[config.mk]
export PLATFORM = sky130hd
export DESIGN_NAME = autobaud_detect
export DESIGN_NICKNAME = d
export VERILOG_FILES = /design/src/rtl/uart_pkg.sv /design/src/rtl/autobaud_detect_rx_sync_edge.sv /design/src/rtl/autobaud_detect.sv
export SDC_FILE = /design/constraint.sdc
export NUM_CORES = 1
export LEC_CHECK = 0
export CAP_MARGIN = 0
export CORE_AREA = 2 2 135 137
export CTS_CLUSTER_DIAMETER = 30
export DETAILED_ROUTE_END_ITERATION = 6
export DIE_AREA = 0 0 137 139
export PLACE_DENSITY = 0.63
export SLEW_MARGIN = 20
export SYNTH_ARGS = -nofsm -noshare
export SYNTH_HDL_FRONTEND = slang
export SYNTH_HIERARCHICAL = 1
export SYNTH_SLANG_ARGS = --single-unit
[constraint.sdc]
create_clock -name i_ref_clk -period 6.9 [get_ports i_ref_clk]
set_input_delay 1.035 -clock i_ref_clk [delete_from_list [all_inputs] [get_ports i_ref_clk]]
set_output_delay 1.035 -clock i_ref_clk [all_outputs]
set_load 0.01 [all_outputs]
[src/rtl/uart_pkg.sv]
// Shared UART subsystem types and constants.
package uart_pkg;
  typedef enum logic [1:0] {IDLE, ARMED, MEASURE} state_t;

  localparam int SYNC_EDGES     = 5;  // falling edges in a framed 0x55
  localparam int SYNC_BITS_LOG2 = 3;  // edges span 8 bit times
  localparam int MIN_RATIO      = 2;  // divider bypasses ratios 0 and 1
endpackage

[src/rtl/autobaud_detect_rx_sync_edge.sv]
// Two-flop synchronizer for an async serial line plus a registered
// falling-edge strobe. Flops reset to the idle-high line level.
module rx_sync_edge (
  input  logic i_clk,
  input  logic i_rst,
  input  logic i_rx,
  output logic o_fall
);
  logic r_s1, r_s2, r_prev, r_fall;

  always_ff @(posedge i_clk) begin
    if (i_rst) begin
      r_s1   <= 1'b1;
      r_s2   <= 1'b1;
      r_prev <= 1'b1;
      r_fall <= 1'b0;
    end else begin
      r_s1   <= i_rx;
      r_s2   <= r_s1;
      r_prev <= r_s2;
      r_fall <= r_prev & ~r_s2;
    end
  end

  assign o_fall = r_fall;
endmodule

[src/rtl/autobaud_detect.sv]
// Measures the bit period of a 0x55 sync character and reports the
// rounded divide ratio (cycles per bit) for the UART clock divider.
module autobaud_detect
  import uart_pkg::*;
#(
  parameter int CNT_W     = 24,
  parameter int TOL_SHIFT = 2
) (
  input  logic        i_ref_clk,
  input  logic        i_rst,
  input  logic        i_start,
  input  logic        i_rx,
  output logic [31:0] o_div_ratio,
  output logic        o_valid,
  output logic        o_error,
  output logic        o_busy
);
  localparam logic [CNT_W-1:0] CNT_MAX = '1;

  state_t            r_state, w_state_nxt;
  logic [CNT_W-1:0]  r_int_cnt, r_total_cnt, r_ref_int;
  logic [2:0]        r_edge_idx;
  logic [31:0]       r_ratio;
  logic              r_valid, r_error;

  logic              w_fall, w_ok, w_err, w_in_tol;
  logic [CNT_W:0]    w_intv, w_tol, w_lo, w_hi;
  logic [31:0]       w_total, w_ratio;

  rx_sync_edge u_sync (
    .i_clk  (i_ref_clk),
    .i_rst  (i_rst),
    .i_rx   (i_rx),
    .o_fall (w_fall)
  );

  // Interval just closed by this edge, and its tolerance window.
  assign w_intv   = {1'b0, r_int_cnt} + (CNT_W+1)'(1);
  assign w_tol    = {1'b0, r_ref_int >> TOL_SHIFT};
  assign w_lo     = {1'b0, r_ref_int} - w_tol;
  assign w_hi     = {1'b0, r_ref_int} + w_tol;
  assign w_in_tol = (w_intv >= w_lo) && (w_intv <= w_hi);

  assign w_total  = 32'(r_total_cnt) + 32'd1;
  assign w_ratio  = (w_total + 32'd4) >> SYNC_BITS_LOG2;

  always_ff @(posedge i_ref_clk) begin
    if (i_rst) r_state <= IDLE;
    else       r_state <= w_state_nxt;
  end

  // r_edge_idx counts edges already seen, so the edge being handled is r_edge_idx+1.
  always_comb begin
    w_state_nxt = r_state;
    w_ok        = 1'b0;
    w_err       = 1'b0;
    case (r_state)
      IDLE:  if (i_start) w_state_nxt = ARMED;
      ARMED: if (w_fall)  w_state_nxt = MEASURE;
      MEASURE: begin
        if (r_total_cnt == CNT_MAX) begin
          w_err       = 1'b1;
          w_state_nxt = IDLE;
        end else if (w_fall) begin
          if (r_edge_idx >= 3'd2 && !w_in_tol) begin
            w_err       = 1'b1;
            w_state_nxt = IDLE;
          end else if (r_edge_idx == 3'(SYNC_EDGES-1)) begin
            if (w_ratio < 32'(MIN_RATIO)) w_err = 1'b1;
            else                          w_ok  = 1'b1;
            w_state_nxt = IDLE;
          end
        end
      end
      default: w_state_nxt = IDLE;
    endcase
  end

  always_ff @(posedge i_ref_clk) begin
    if (i_rst) begin
      r_int_cnt   <= '0;
      r_total_cnt <= '0;
      r_ref_int   <= '0;
      r_edge_idx  <= '0;
      r_ratio     <= '0;
      r_valid     <= 1'b0;
      r_error     <= 1'b0;
    end else begin
      r_valid <= w_ok;
      r_error <= w_err;
      if (w_ok) r_ratio <= w_ratio;
      case (r_state)
        ARMED: if (w_fall) begin
          r_int_cnt   <= '0;
          r_total_cnt <= '0;
          r_edge_idx  <= 3'd1;
        end
        MEASURE: begin
          r_int_cnt   <= r_int_cnt + 1'b1;
          r_total_cnt <= r_total_cnt + 1'b1;
          if (w_fall) begin
            if (r_edge_idx == 3'd1) r_ref_int <= w_intv[CNT_W-1:0];
            r_int_cnt  <= '0;
            r_edge_idx <= r_edge_idx + 3'd1;
          end
        end
        default: ;
      endcase
    end
  end

  assign o_div_ratio = r_ratio;
  assign o_valid     = r_valid;
  assign o_error     = r_error;
  assign o_busy      = (r_state != IDLE);
endmodule

# Word-level counts from Yosys, hierarchy flattened
# Index checks and enable logic that the tools add are counted.
[totals] reg_bits=112 out_inout_bits=35
[classes] n_bitwise=3 n_addsub=8 n_reduce_logical=11 muxes=25 n_eq_ne=10 magnitude_cmp=4
[op_table] cell="one-hot mux 24 bit (2 select lines)" n=2
[op_table] cell="adder 24 x 1 -> 25 bit, second input constant" n=2
[op_table] cell="adder 24 x 1 -> 24 bit, second input constant" n=2
[op_table] cell="2-to-1 mux 24 bit" n=2
[op_table] cell="adder 25 x 3 -> 26 bit, second input constant" n=1
[op_table] cell="adder 24 x 22 -> 25 bit" n=1
[op_table] cell="greater-or-equal comparator 25 bit" n=1
[op_table] cell="<= comparator 25 bit" n=1
[op_table] cell="subtractor 24 x 22 -> 25 bit" n=1
[op_table] cell="== test 24 bit, second input constant" n=1
[op_table] cell="< comparator 23 x 2 -> 1 bit, second input constant" n=1
[op_table] cell="2-to-1 mux 2 bit" n=6
[op_table] cell="2-to-1 mux 1 bit" n=11
[op_table] cell="2-to-1 mux 3 bit" n=2
[op_table] cell="one-hot mux 2 bit (3 select lines)" n=1
[op_table] cell="one-hot mux 3 bit (2 select lines)" n=1
[op_table] cell="AND reduction 3 bit" n=2
[op_table] cell="!= test 2 x 1 -> 1 bit, second input constant" n=2
[op_table] cell="!= test 4 bit, second input constant" n=1
[op_table] cell="AND reduction 4 bit" n=1
[op_table] cell="nonzero test 2 bit" n=2
[op_table] cell="adder 3 x 1 -> 3 bit, second input constant" n=1
[op_table] cell="== test 3 x 1 -> 1 bit, second input constant" n=1
[op_table] cell="== test 3 bit, second input constant" n=1
[op_table] cell="other kinds (12)" n=14

# Depth between registers and ports, before layout
# Gate-level depths: netlist of run 1.
[depth] ltp_word=9 ltp_mapped=23 ltp_nobuf=22

# By module
# The synthesis of run 1 kept the hierarchy.
[modules_own_cells] module="autobaud_detect" area_per_inst_um2=8501.9 n_inst=1 cells_each=1072
[modules_own_cells] module="rx_sync_edge" area_per_inst_um2=106.4 n_inst=1 cells_each=8

# Worst setup path after synthesis of run 1
# OpenSTA, ideal clock, no wires.
[synth_timing] path_kind="flip-flop to flip-flop" from="register r_ref_int[4]" to="register r_ratio[3], in the netlist o_div_ratio[3]" setup_ns=0.128 synth_period_minus_slack_ns=4.682 stages_incl_launch_ff=23 t_arrival_ns=4.554 path_slack_ns=2.218 path_cell_list="dfxtp_1 inv_1 ha_1 clkbuf_1 inv_1 o21bai_1 a41o_1 a41oi_1 o21ai_0 a31o_2 a311o_1 or4_1 nand4_1 ha_1 nand4_1 nor2_1 nand4_1 or2_2 a211oi_1 nand3_4 buf_12 mux2i_1 nor2_1"
[synth_via] elab_chain_len=9 elab_cells_between_ends=11 classes_between="2 x add/sub; 2 x order compare; 4 x mux; 3 x reduce/logical"
[synth_rtl] element="start: declaration" line="autobaud_detect.sv:21" rtl="logic [CNT_W-1:0] r_int_cnt, r_total_cnt, r_ref_int;"
[synth_rtl] element="start signal: assignment" line="autobaud_detect.sv:102" rtl="if (r_edge_idx == 3'd1) r_ref_int <= w_intv[CNT_W-1:0];"
[synth_rtl] element="subtractor 24 x 22 -> 25 bit or adder 24 x 22 -> 25 bit (tied branches)" line="autobaud_detect.sv:40, autobaud_detect.sv:41"
[synth_rtl] element="greater-or-equal comparator 25 bit or <= comparator 25 bit (tied branches)" line="autobaud_detect.sv:42" rtl="assign w_in_tol = (w_intv >= w_lo) && (w_intv <= w_hi);"
[synth_rtl] element="logical AND 1 bit *" line="autobaud_detect.sv:42"
[synth_rtl] element="zero test 1 bit *" line="autobaud_detect.sv:65" rtl="if (r_edge_idx >= 3'd2 && !w_in_tol) begin"
[synth_rtl] element="logical AND 1 bit *" line="autobaud_detect.sv:65"
[synth_rtl] element="2-to-1 mux 1 bit *" line="autobaud_detect.sv:65"
[synth_rtl] element="2-to-1 mux 1 bit *" line="autobaud_detect.sv:64" rtl="end else if (w_fall) begin"
[synth_rtl] element="2-to-1 mux 1 bit *" line="autobaud_detect.sv:61" rtl="if (r_total_cnt == CNT_MAX) begin"
[synth_rtl] element="2-to-1 mux 1 bit *" line="autobaud_detect.sv:57" rtl="case (r_state)"
[synth_rtl] element="end signal: assignment" line="autobaud_detect.sv:91" rtl="if (w_ok) r_ratio <= w_ratio;"
[synth_rtl] element="end: declaration" line="autobaud_detect.sv:23" rtl="logic [31:0] r_ratio;"
# Every way passes the cells marked *; elsewhere a longest branch is shown, timed or not.
# A chain may end at the register's enable or synchronous reset.

# Worst setup path in the final report of run 1
[layout_timing] from="register r_ref_int[6]" to="register r_ratio[16], in the netlist o_div_ratio[16]"
# The elaborated chain is that of the path after synthesis.

==> impl_results.rst, run 1 <==
.. list-table::
   :header-rows: 1

   * - Metric
     - Value
   * - Met1 usage
     - 29.0%
   * - Power density normalized to cell area
     - about 130 nW/um2
   * - Gate Count Post-Synth
     - 1080
   * - Result of the run
     - completed
   * - Type of element launching the critical path
     - flip-flop
   * - Leading cell type in the layout, fill and taps excluded
     - sky130_fd_sc_hd__nor2_1
   * - Worst setup slack for register-to-register paths
     - 1350 ps
   * - Initial Util
     - 48.8%
   * - Pin count of the biggest net entering global routing
     - 75
   * - Clock slew seen by the registers of the worst setup and hold paths
     - 70 ps
   * - Iteration count of the initial detailed-routing pass
     - 5
   * - Worst endpoint required time
     - 7150 ps
   * - Pleak
     - 3.82 nW
   * - Final number of hold-violating endpoints
     - 0
   * - Number of antenna violations at the first check in global routing
     - 0
   * - Die ar.
     - about 19000 um2
   * - Cell variety after synth
     - 79
   * - Element type at the critical path end
     - flip-flop
   * - Net load switching power
     - around 0.00026 W
   * - Slew headroom
     - about 47%
   * - GR Overflow Total
     - 0
   * - Most used routing layer in global routing
     - met2
   * - Buffers inserted by post-CTS timing repair
     - 0
   * - Wire length reported by the detailed router
     - 19700 um
   * - Seq pwr share
     - 53.1%
   * - Vias in the first global route
     - 6534
   * - Max clock buf depth
     - 2
   * - Delay of the slowest critical-path stage
     - between 500 and 600 ps
   * - Worst path most repeated cell
     - sky130_fd_sc_hd__nand4_1
   * - Final Setup Violations
     - 0
   * - Cells on Worst Hold Path
     - 1
   * - Clock insertion delay at the later pin of the skew report
     - 360 ps
   * - Internal power
     - just under 0.0009 W
   * - Final worst hold slack
     - 426 ps
   * - Maximum VDD drop
     - between 0.1 and 0.15 mV
   * - 1st-iter DRT viols
     - 357
   * - Total standard cell area after synthesis
     - 8610 um2
   * - Die width
     - 137 um
   * - Met2 track demand over resource in global routing
     - 33.6%
   * - Maximum Capacitance Violations
     - 0
   * - Category of the most critical setup path
     - flip-flop to flip-flop
   * - Level count of the clock H-tree
     - 3
   * - Post-Syn Area per Cell
     - 7.97 um2
   * - DPL Wire Length
     - about 15000 um
   * - Signed area change from the synthesized netlist to the final layout
     - 6.29%
   * - Residual DRC count
     - 0
   * - Worst path top cell family by delay
     - compound AO/OA/AOI/OAI gates
   * - Total GRT Usage
     - 20.9%
   * - Antenna Diode Count
     - 0
   * - Power consumption
     - 0.00115 W
   * - Average detailed-routed wire length per instance
     - 15.3 um
   * - Met3 track demand over resource
     - 3.73%
   * - Worst-Margin Slew
     - 802 ps
   * - Number of CTS-inserted buffers
     - 9
   * - Crit path capture
     - o_div_ratio[16]
   * - Boundary pin count
     - 39
   * - Switching share of total power
     - 23.1%
   * - Num rows
     - between 40 and 50
   * - Port Buffers
     - 28
   * - RR Startpoint
     - r_ref_int[6]
   * - Antenna Violating Nets Remaining
     - 0
   * - Timing startpoint of the critical path
     - r_ref_int[6]
   * - Worst-path fanout max
     - 24
   * - Dominant synthesized flop cell
     - sky130_fd_sc_hd__dfxtp_1
   * - CP Depth
     - 19
   * - Number of pins with negative max-slew slack in the final report
     - 0
   * - Min cycle time layout
     - 5550 ps
   * - Root Buffer
     - sky130_fd_sc_hd__clkbuf_16
   * - Async set-reset flop share out of synthesis
     - 0%
   * - Number of clock sinks seen by CTS
     - 105
   * - Arrival time reported for the critical path endpoint
     - 5800 ps
   * - Buf/Inv on CP
     - 1
   * - Clock Skews
     - 8.22 ps
   * - Number of nets in the layout
     - 1164
   * - Wire length of the first global-routing pass
     - about 32000 um
   * - RSZ-0062 raised after global routing
     - false
   * - GP Congestion
     - 0.867
   * - Fraction of layout cells with a size suffix above 1
     - 4.32%
   * - Hold Path Class
     - flip-flop to flip-flop
   * - Highest achievable clock rate
     - 180 MHz
   * - YS warnings
     - 6
   * - Area of the core
     - 17700 um2
   * - Fraction of power consumed by the clock network
     - around 45%
   * - Post-CTS Resized
     - 0
   * - Number of flip-flops and latches in the synthesized netlist
     - 105
   * - Via count
     - just over 7000
   * - Number of synthesized flops with an enable pin
     - 0
   * - Average vias per placed instance
     - 5.58
   * - Part of the Yosys area used for sequential elements
     - 24.4%
   * - CP Cell Sequence
     - inv_1 -> ha_1 -> a21oi_1 -> o21bai_1 -> a41o_1 -> a41oi_1 -> o21ai_0 -> a31o_2 -> a311o_1 -> or4_1 -> nand4_1 -> ha_1 -> nand4_1 -> nor2_1 -> nand4_1 -> or2_2 -> a211oi_1 -> nand3_4 -> mux2_2
   * - Worst hold start
     - u_sync/r_s2
   * - Highest-count cells in the layout ignoring fill and taps
     - sky130_fd_sc_hd__nor2_1 (150), sky130_fd_sc_hd__dfxtp_1 (105), sky130_fd_sc_hd__ha_1 (99), sky130_fd_sc_hd__a21oi_1 (76), sky130_fd_sc_hd__xnor2_1 (64)
   * - Clock tree from TritonCTS
     - done
   * - Number of hold buffers added after cts
     - 0
   * - Capture instance of the worst register-to-register path
     - o_div_ratio[16]
   * - Combinational power share
     - under 10%
   * - Setup tns final
     - 0 ps
   * - Crit path max-delay cell type
     - sky130_fd_sc_hd__a211oi_1
   * - Period utilisation layout
     - 80.5%
   * - R2r worst-path depth
     - 19
   * - Die extent in y
     - 139 um
-- state kept, by name, indices dropped and copies added, names as in the netlist --
signal	cells
r_int_cnt	24
r_ref_int	24
r_total_cnt	24
o_div_ratio	22
r_edge_idx	3
r_state	2
o_error	1
o_valid	1
u_sync/o_fall	1
u_sync/r_prev	1
u_sync/r_s1	1
u_sync/r_s2	1
-- worst min path at each step --
stage | to | slack (ps)
2_1_floorplan | u_sync/r_s2 | 390
3_3_place_gp | u_sync/r_s2 | 390
3_5_place_dp | u_sync/r_s2 | 410
4_1_cts | u_sync/o_fall | 430
5_1_grt | u_sync/o_fall | 450
6_report | u_sync/o_fall | 430
-- cells by family (layout without fill, tap and decap cells) --
group           after synthesis  after routing  share of synthesized area (%)
mux                          47             47                           5.49
compound gates              246            246                           18.4
flops                       105            105                           24.4
other cells                   1             10                         0.0436
buf+inv                     131            106                           7.12
fa+ha+maj                   101            101                           14.9
simple gates                363            363                           21.0
xor+xnor                     86             86                           8.75
-- Yosys cell counts (3+ instances only) --
| library cell | count | share of area [%] |
|---|---|---|
| sky130_fd_sc_hd__inv_1 | 53 | 2.3 |
| sky130_fd_sc_hd__mux2i_1 | 45 | 5.2 |
| sky130_fd_sc_hd__a211oi_1 | 7 | 0.61 |
| sky130_fd_sc_hd__o21ai_0 | 46 | 2.7 |
| sky130_fd_sc_hd__a21o_1 | 19 | 1.7 |
| sky130_fd_sc_hd__or2_2 | 4 | 0.29 |
| sky130_fd_sc_hd__xnor2_1 | 64 | 6.5 |
| sky130_fd_sc_hd__and3_1 | 12 | 0.87 |
| sky130_fd_sc_hd__a31oi_1 | 18 | 1.3 |
| sky130_fd_sc_hd__nor2b_1 | 10 | 0.73 |
| sky130_fd_sc_hd__buf_4 | 12 | 1.0 |
| sky130_fd_sc_hd__o211ai_1 | 3 | 0.26 |
| sky130_fd_sc_hd__nand3b_1 | 3 | 0.26 |
| sky130_fd_sc_hd__buf_2 | 8 | 0.47 |
| sky130_fd_sc_hd__nand4_1 | 20 | 1.5 |
| sky130_fd_sc_hd__xor2_1 | 22 | 2.2 |
| sky130_fd_sc_hd__o21bai_1 | 12 | 1.0 |
| sky130_fd_sc_hd__or4_1 | 3 | 0.26 |
| sky130_fd_sc_hd__nand2b_1 | 7 | 0.51 |
| sky130_fd_sc_hd__and2_1 | 5 | 0.36 |
| sky130_fd_sc_hd__and4_1 | 3 | 0.31 |
| sky130_fd_sc_hd__a21oi_1 | 76 | 4.4 |
| sky130_fd_sc_hd__nand3_1 | 36 | 2.1 |
| sky130_fd_sc_hd__o31ai_1 | 3 | 0.26 |
| sky130_fd_sc_hd__clkbuf_1 | 49 | 2.1 |
| sky130_fd_sc_hd__or3_1 | 7 | 0.51 |
| sky130_fd_sc_hd__ha_1 | 99 | 14 |
| sky130_fd_sc_hd__a311oi_1 | 12 | 1.2 |
| sky130_fd_sc_hd__nor2_1 | 151 | 6.6 |
| sky130_fd_sc_hd__a22oi_1 | 24 | 2.1 |
| sky130_fd_sc_hd__nor3_1 | 17 | 0.99 |
| sky130_fd_sc_hd__or2_1 | 3 | 0.22 |
| sky130_fd_sc_hd__nand2_1 | 52 | 2.3 |
| sky130_fd_sc_hd__dfxtp_1 | 105 | 24 |
| sky130_fd_sc_hd__nor4_1 | 10 | 0.73 |
| sky130_fd_sc_hd__nor3b_1 | 4 | 0.35 |
-- metal layers --
layer  vias up  part of all wire, %  wire length [um]
li1       3758                    -                 -
met5         -                    0                 0
met4         0                  1.0               200
met2       132                   46              9090
met1      3316                   49              9760
met3        11                  3.5               698
-- per-stage QoR --
stage          utilization (%)  cells  setup WS (ps)  instance area (um2)
6_report                  51.8   1293           1350                 9150
5_1_grt                   51.8   1293           1020                 9150
4_1_cts                   51.8   1293           1300                 9150
3_5_place_dp              50.2   1277           1320                 8860
2_1_floorplan                -   1089           2220                 8640
3_3_place_gp              50.2   1277           1420                 8860
-- area by class of cell --
class,instances,area [um2]
fill,1751,8510
timing repair buffer,35,330
multi-input combinational,853,5930
sequential,105,2100
tap,229,287
inverter,55,206
clock inverter,4,33.8
clock buffer,12,256
-- power by group through the flow --
stage                     Sequential, W  Combinational (W)  Clock [W]
final                          0.000609          0.0000259   0.000512
after global routing           0.000609          0.0000288   0.000551
after CTS                      0.000609          0.0000261   0.000533
after detailed placement       0.000623          0.0000261          0
after global placement         0.000623          0.0000259          0
after floorplan                0.000622          0.0000233          0
Power figures use the tool's default switching activity.
==> run 2: changes to the inputs <==
- clock period: 6.9 -> 5.7 ns (I/O delays scaled with it)
==> impl_results.rst, run 2 (same netlist as run 1, synthesis figures left out) <==
.. list-table::
   :header-rows: 1

   * - Metric
     - Value
   * - Number of clock sinks seen by CTS
     - 105 (unchanged)
   * - Final Setup Violations
     - 0 (unchanged)
   * - Initial Util
     - 48.8% (unchanged)
   * - Average detailed-routed wire length per instance
     - 15.2 um (-0.21%)
   * - Smallest setup slack after layout
     - 558 ps (-788 ps)
   * - Die extent in y
     - 139 um (unchanged)
   * - Cells on Worst Hold Path
     - 1 (unchanged)
   * - Period utilisation layout
     - 90.2% (+9.7 points)
   * - Min-Delay Endpoint
     - u_sync/o_fall
   * - Arrival time reported for the critical path endpoint
     - 5400 ps (-400 ps)
   * - GR Overflow Total
     - 0 (unchanged)
   * - Min cycle time layout
     - 5140 ps (-412 ps)
   * - Combinational power share
     - 2.2% (about the same)
   * - RSZ-0062 raised after global routing
     - false
   * - Max clock buf depth
     - 2 (unchanged)
   * - Net load switching power
     - 0.000340 W (+28%)
   * - Power density normalized to cell area
     - 152 nW/um2 (+22%)
   * - Clock insertion delay at the later pin of the skew report
     - 360 ps (about the same)
   * - Leading cell type in the layout, fill and taps excluded
     - sky130_fd_sc_hd__nor2_1
   * - Worst hold start
     - u_sync/r_s2
   * - Boundary pin count
     - 39 (unchanged)
   * - Worst-path fanout max
     - 12 (-50%)
   * - R2r worst-path depth
     - 20 (+1)
   * - Residual DRC count
     - 0 (unchanged)
   * - Pleak
     - 3.84 nW (+0.39%)
   * - Clock tree from TritonCTS
     - done
   * - Root Buffer
     - sky130_fd_sc_hd__clkbuf_16
   * - Wire length of the first global-routing pass
     - 33200 um (+2.2%)
   * - Internal power
     - 0.00106 W (+20%)
   * - Power consumption
     - 0.00140 W (+22%)
   * - Die width
     - 137 um (unchanged)
   * - Vias in the first global route
     - 6819 (+4.4%)
   * - Number of pins with negative max-slew slack in the final report
     - 0 (unchanged)
   * - Iteration count of the initial detailed-routing pass
     - 5 (unchanged)
   * - Number of CTS-inserted buffers
     - 9 (unchanged)
   * - Antenna Violating Nets Remaining
     - 0 (unchanged)
   * - Via count
     - 7272 (+0.76%)
   * - Highest-count cells in the layout ignoring fill and taps
     - sky130_fd_sc_hd__nor2_1 (150), sky130_fd_sc_hd__dfxtp_1 (105), sky130_fd_sc_hd__ha_1 (99), sky130_fd_sc_hd__a21oi_1 (76), sky130_fd_sc_hd__xnor2_1 (64)
   * - Clock Skews
     - 8.30 ps (+0.0804 ps)
   * - Hold Path Class
     - flip-flop to flip-flop
   * - Leading registers by flop count
     - r_int_cnt (24), r_ref_int (24), r_total_cnt (24)
   * - Type of element launching the critical path
     - flip-flop
   * - Maximum Capacitance Violations
     - 0 (unchanged)
   * - Highest achievable clock rate
     - 194 MHz (+8.0%)
   * - RR Startpoint
     - r_ref_int[6]
   * - Worst-Margin Slew
     - 685 ps (-117 ps)
   * - DPL Wire Length
     - 14700 um (+0.23%)
   * - Num rows
     - 49 (unchanged)
   * - Element type at the critical path end
     - flip-flop
   * - Worst endpoint required time
     - 5960 ps (-1190 ps)
   * - Clock slew seen by the registers of the worst setup and hold paths
     - 80 ps (about the same)
   * - Category of the most critical setup path
     - flip-flop to flip-flop
   * - Average vias per placed instance
     - 5.62 (+0.61%)
   * - Die ar.
     - 19000 um2 (unchanged)
   * - Switching share of total power
     - 24.3% (+1.2 points)
   * - Setup tns final
     - 0 ps (unchanged)
   * - Fraction of power consumed by the clock network
     - 45.2% (+0.6 points)
   * - Capture instance of the worst register-to-register path
     - o_div_ratio[16]
   * - Slew headroom
     - 54.0% (+7.4 points)
   * - Total GRT Usage
     - 21.1% (+0.18 points)
   * - Result of the run
     - completed
   * - Signed area change from the synthesized netlist to the final layout
     - 6.79%
   * - Antenna Diode Count
     - 0 (unchanged)
   * - 1st-iter DRT viols
     - 314 (-12%)
   * - Worst-case setup slack after placement
     - 140 ps (-1180 ps)
   * - Worst setup slack for register-to-register paths
     - 560 ps (-790 ps)
   * - Final cell utilization of the core
     - 52.1% (+0.24 points)
   * - Port Buffers
     - 28 (unchanged)
   * - Maximum VDD drop
     - 0.160 mV (+31%)
   * - Level count of the clock H-tree
     - 3 (unchanged)
   * - Buffers inserted by post-CTS timing repair
     - 0 (unchanged)
   * - Pin count of the biggest net entering global routing
     - 64 (-15%)
   * - Wire length reported by the detailed router
     - 19700 um (about the same)
   * - Area of the core
     - 17700 um2 (unchanged)
   * - Seq pwr share
     - 52.6% (-0.5 points)
   * - Fraction of layout cells with a size suffix above 1
     - 4.69% (+0.37 points)
   * - Number of nets in the layout
     - 1166 (+0.17%)
   * - GP Congestion
     - 0.853 (-1.7%)
   * - Number of antenna violations at the first check in global routing
     - 0 (unchanged)
   * - Final number of hold-violating endpoints
     - 0 (unchanged)
[run 2: area by class of cell]
type | count | area (um2)
Inverter | 55 | 206
Clock inverter | 6 | 56.3
Sequential cell | 105 | 2100
Clock buffer | 10 | 239
Multi-Input combinational cell | 854 | 5960
Tap cell | 229 | 287
Fill cell | 1768 | 8460
Timing Repair Buffer | 36 | 338
[run 2: worst max-delay path by stage]
stage                 start               to  slack [ps]  cells after the start
3_5_place_dp   r_ref_int[6]  o_div_ratio[16]         140                     19
5_1_grt        r_ref_int[7]  o_div_ratio[11]          50                     21
2_1_floorplan  r_ref_int[4]   o_div_ratio[3]        1020                     22
3_3_place_gp   r_ref_int[6]  o_div_ratio[16]         240                     19
6_report       r_ref_int[6]  o_div_ratio[16]         560                     20
4_1_cts        r_ref_int[6]  o_div_ratio[16]         120                     19
[run 2: timing repair]
action	in CTS	in global routing
hold buffers	0	0
gates resized for setup	0	3
endpoints found under the setup margin	0	23
[run 2: worst max-delay path: stages (launching register included)]
cell and delay, ps:
sky130_fd_sc_hd__dfxtp_1 400, sky130_fd_sc_hd__inv_1 60, sky130_fd_sc_hd__ha_1 390, sky130_fd_sc_hd__a21oi_1 170, sky130_fd_sc_hd__o21bai_1 90, sky130_fd_sc_hd__a41o_1 250
sky130_fd_sc_hd__a41oi_1 290, sky130_fd_sc_hd__o21ai_0 190, sky130_fd_sc_hd__a31o_2 320, sky130_fd_sc_hd__a311o_1 330, sky130_fd_sc_hd__or4_1 410, sky130_fd_sc_hd__nand4_1 100
sky130_fd_sc_hd__ha_1 140, sky130_fd_sc_hd__nand4_1 120, sky130_fd_sc_hd__nor2_1 160, sky130_fd_sc_hd__nand4_1 140, sky130_fd_sc_hd__nor3_1 200, sky130_fd_sc_hd__a31oi_1 140
sky130_fd_sc_hd__a211oi_4 440, sky130_fd_sc_hd__nand3_4 320, sky130_fd_sc_hd__mux2_2 360
[run 2: power by group through the flow]
stage / Sequential [W] / Combinational (W) / Clock [W]
6_report: 0.000737 / 0.0000313 / 0.000633
3_5_place_dp: 0.000754 / 0.0000320 / 0
5_1_grt: 0.000737 / 0.0000352 / 0.000678
3_3_place_gp: 0.000754 / 0.0000315 / 0
4_1_cts: 0.000737 / 0.0000320 / 0.000651
2_1_floorplan: 0.000753 / 0.0000282 / 0
[run 2: metal layers]
metal / up-vias / GRT usage [%] / part of all wire [%]
li1: 3764 / - / -
met1: 3379 / 28.9 / 50
met2: 103 / 34.3 / 45
met3: 26 / 2.85 / 2.6
met4: 0 / 6.40 / 2.0
met5: - / 0 / 0
[run 2: per-stage QoR]
stage          std cells  area (um2)  hold WS, ps
4_1_cts             1294        9160          411
6_report            1295        9190          410
5_1_grt             1295        9190          421
3_3_place_gp        1278        8870          397
2_1_floorplan       1089        8640          385
3_5_place_dp        1278        8870          397
==> run 3: changes to the inputs <==
- CELL_PAD_IN_SITES_DETAIL_PLACEMENT: unset -> 0
- CELL_PAD_IN_SITES_GLOBAL_PLACEMENT: unset -> 1
- CORE_AREA: 2 2 135 137 -> 2 2 139 141
- DIE_AREA: 0 0 137 139 -> 0 0 141 143
- PLACE_DENSITY: 0.63 -> 0.77
==> impl_results.rst, run 3 (same netlist as run 1, synthesis figures left out) <==
.. list-table::
   :header-rows: 1

   * - Metric
     - Value
   * - Worst-case setup slack after placement
     - 14.5 ps (-125 ps)
   * - Port Buffers
     - 28 (unchanged)
   * - Die width
     - 141 um (+2.9%)
   * - Num rows
     - 50 (+2.0%)
   * - R2r worst-path depth
     - 20 (unchanged)
   * - CP Depth
     - 20 (unchanged)
   * - Met1 usage
     - 27.1% (-1.9 points)
   * - Buf/Inv on CP
     - 1 (unchanged)
   * - Via count
     - 7197 (-1.0%)
   * - Worst endpoint required time
     - 5960 ps (about the same)
   * - Boundary pin count
     - 39 (unchanged)
   * - Fraction of layout cells with a size suffix above 1
     - 4.78% (+0.089 points)
   * - Die extent in y
     - 143 um (+2.9%)
   * - Number of hold buffers added after cts
     - 0 (unchanged)
   * - Power density normalized to cell area
     - 150 nW/um2 (-1.8%)
   * - 1st-iter DRT viols
     - 299 (-4.8%)
   * - Maximum VDD drop
     - 0.143 mV (-10%)
   * - Max clock buf depth
     - 2 (unchanged)
   * - Pleak
     - 3.84 nW (about the same)
   * - Fill count
     - 1868 (+5.7%)
   * - Final Setup Violations
     - 0 (unchanged)
   * - Type of element launching the critical path
     - flip-flop
   * - Buffers inserted by post-CTS timing repair
     - 0 (unchanged)
   * - Highest achievable clock rate
     - 194 MHz (-0.29%)
   * - Most used routing layer in global routing
     - met2
   * - Pin count of the biggest net entering global routing
     - 69 (+7.8%)
   * - Clock tree from TritonCTS
     - done
   * - Clock insertion delay at the later pin of the skew report
     - 360 ps (about the same)
   * - Leading registers by flop count
     - r_int_cnt (24), r_ref_int (24), r_total_cnt (24)
   * - Smallest setup slack after layout
     - 543 ps (-15.0 ps)
   * - Hold Path Class
     - flip-flop to flip-flop
   * - Signed area change from the synthesized netlist to the final layout
     - 6.83% (about the same)
   * - GP Congestion
     - 0.871 (+2.1%)
   * - Highest-count cells in the layout ignoring fill and taps
     - sky130_fd_sc_hd__nor2_1 (150), sky130_fd_sc_hd__dfxtp_1 (105), sky130_fd_sc_hd__ha_1 (99), sky130_fd_sc_hd__a21oi_1 (76), sky130_fd_sc_hd__xnor2_1 (64)
   * - Arrival time reported for the critical path endpoint
     - 5420 ps (+20 ps)
   * - Period utilisation layout
     - 90.5% (+0.26 points)
   * - Average detailed-routed wire length per instance
     - 15.3 um (+0.63%)
   * - Number of clock sinks seen by CTS
     - 105 (unchanged)
   * - Element type at the critical path end
     - flip-flop
   * - Number of antenna violations at the first check in global routing
     - 0 (unchanged)
   * - Worst path top cell family by delay
     - compound AO/OA/AOI/OAI gates
   * - Slew headroom
     - 52.7% (-1.3 points)
   * - Total GRT Usage
     - 20.1% (-1.1 points)
   * - Worst-Margin Slew
     - 709 ps (+24.4 ps)
   * - Antenna Diode Count
     - 0 (unchanged)
   * - Final cell utilization of the core
     - 49.5% (-2.6 points)
   * - RR Startpoint
     - r_ref_int[3]
   * - Min cycle time layout
     - 5160 ps (+15.0 ps)
   * - Cells on Worst Hold Path
     - 1 (unchanged)
   * - Iteration count of the initial detailed-routing pass
     - 4 (-1)
   * - Area occupied by multi-input gates
     - 5970 um2 (+0.10%)
   * - Setup tns final
     - 0 ps (unchanged)
   * - Crit path max-delay cell type
     - sky130_fd_sc_hd__dfxtp_1
   * - RSZ-0062 raised after global routing
     - false
   * - Category of the most critical setup path
     - flip-flop to flip-flop
   * - Final number of hold-violating endpoints
     - 0 (unchanged)
   * - Root Buffer
     - sky130_fd_sc_hd__clkbuf_16
   * - Number of pins with negative max-slew slack in the final report
     - 0 (unchanged)
   * - Worst hold start
     - u_sync/r_s2
   * - Delay of the slowest critical-path stage
     - 490 ps (+50 ps)
   * - Wire length of the first global-routing pass
     - 33300 um (+0.39%)
   * - Average vias per placed instance
     - 5.53 (-1.5%)
   * - Met2 track demand over resource in global routing
     - 34.0% (-0.31 points)
   * - Clock slew seen by the registers of the worst setup and hold paths
     - 80 ps (about the same)
   * - CP Cell Sequence
     - inv_1 -> ha_1 -> nand2b_1 -> a221oi_1 -> o211ai_1 -> nand4b_1 -> nand3_1 -> a21oi_1 -> o221ai_1 -> a21oi_1 -> xnor2_1 -> ha_1 -> nand4_1 -> nor4_2 -> nand4_1 -> o21ai_0 -> a31oi_1 -> a211oi_4 -> nand3_4 -> mux2_2
   * - Result of the run
     - completed
   * - Wire length reported by the detailed router
     - 20000 um (+1.1%)
   * - DPL Wire Length
     - 14900 um (+1.0%)
   * - Initial Util
     - 46.3% (-2.4 points)
   * - Vias in the first global route
     - 6641 (-2.6%)
   * - Register Area
     - 2100 um2 (unchanged)
   * - Area of the core
     - 18600 um2 (+5.2%)
   * - Number of nets in the layout
     - 1167 (+0.086%)
   * - Timing startpoint of the critical path
     - r_ref_int[3]
   * - GR Overflow Total
     - 0 (unchanged)
   * - Level count of the clock H-tree
     - 3 (unchanged)
   * - Residual DRC count
     - 0 (unchanged)
   * - Met3 track demand over resource
     - 2.72% (-0.13 points)
   * - Die ar.
     - 20200 um2 (+5.9%)
   * - Antenna Violating Nets Remaining
     - 0 (unchanged)
   * - Clock Skews
     - 13.0 ps (+4.70 ps)
   * - Leading cell type in the layout, fill and taps excluded
     - sky130_fd_sc_hd__nor2_1
   * - Number of CTS-inserted buffers
     - 9 (unchanged)
   * - Maximum Capacitance Violations
     - 0 (unchanged)
   * - Worst-path fanout max
     - 12 (unchanged)
==> run 3: cell types whose count changed in the layout (fill, tap and decap cells not counted), sizes merged <==
cell    previous run  this run
clkinv             2         3
buf                9        10
inv               58        57
==> run 3: routing by layer <==
layer,routed length (um),vias up
li1,-,3763
met1,9950,3329
met2,9310,88
met3,455,17
met4,243,0
met5,0,-
==> run 3: power by group <==
part | total [W] | switching (W) | internal (W)
logic | 0.0000314 | 0.0000238 | 0.00000763
clock network | 0.000609 | 0.000305 | 0.000303
registers | 0.000737 | 0.00000223 | 0.000735
total | 0.00138 | 0.000331 | 0.00105
==> run 3: worst register-to-register path, stage by stage, from the launching register on <==
cell and delay (ps):
sky130_fd_sc_hd__dfxtp_1 490, sky130_fd_sc_hd__inv_1 130, sky130_fd_sc_hd__ha_1 300, sky130_fd_sc_hd__nand2b_1 170, sky130_fd_sc_hd__a221oi_1 380, sky130_fd_sc_hd__o211ai_1 170, sky130_fd_sc_hd__nand4b_1 220, sky130_fd_sc_hd__nand3_1 150
sky130_fd_sc_hd__a21oi_1 330, sky130_fd_sc_hd__o221ai_1 200, sky130_fd_sc_hd__a21oi_1 200, sky130_fd_sc_hd__xnor2_1 80, sky130_fd_sc_hd__ha_1 300, sky130_fd_sc_hd__nand4_1 210, sky130_fd_sc_hd__nor4_2 310, sky130_fd_sc_hd__nand4_1 130
sky130_fd_sc_hd__o21ai_0 110, sky130_fd_sc_hd__a31oi_1 110, sky130_fd_sc_hd__a211oi_4 400, sky130_fd_sc_hd__nand3_4 320, sky130_fd_sc_hd__mux2_2 360
==> run 3: area by class of cell <==
class,count,share of cell area (%)
Tap cell,234,3.18
Inverter,55,2.24
Timing Repair Buffer,37,3.76
Clock buffer,10,2.49
Multi-Input combinational cell,854,64.9
Sequential cell,105,22.9
Clock inverter,6,0.544
==> run 3: timing repair <==
action	in CTS	in global routing
gates cloned	0	1
pin swaps	1	1
endpoints found under the setup margin	1	23
resized for setup	0	4
==> run 3: per-stage QoR <==
stage	area [um2]	power, W	hold slack, ps	std cells
after floorplan	8640	0.000781	385	1089
after global placement	8880	0.000786	386	1284
after detailed placement	8880	0.000786	404	1284
after CTS	9160	0.00140	422	1300
after global routing	9200	0.00143	449	1301
final	9200	0.00138	417	1301
==> run 3: final timing paths <==
path                            slack (ps)         endpoint
worst max-delay path                   540  o_div_ratio[16]
worst min-delay path                   420    u_sync/o_fall
worst max register to register         540  o_div_ratio[16]
worst min register to register         420    u_sync/o_fall
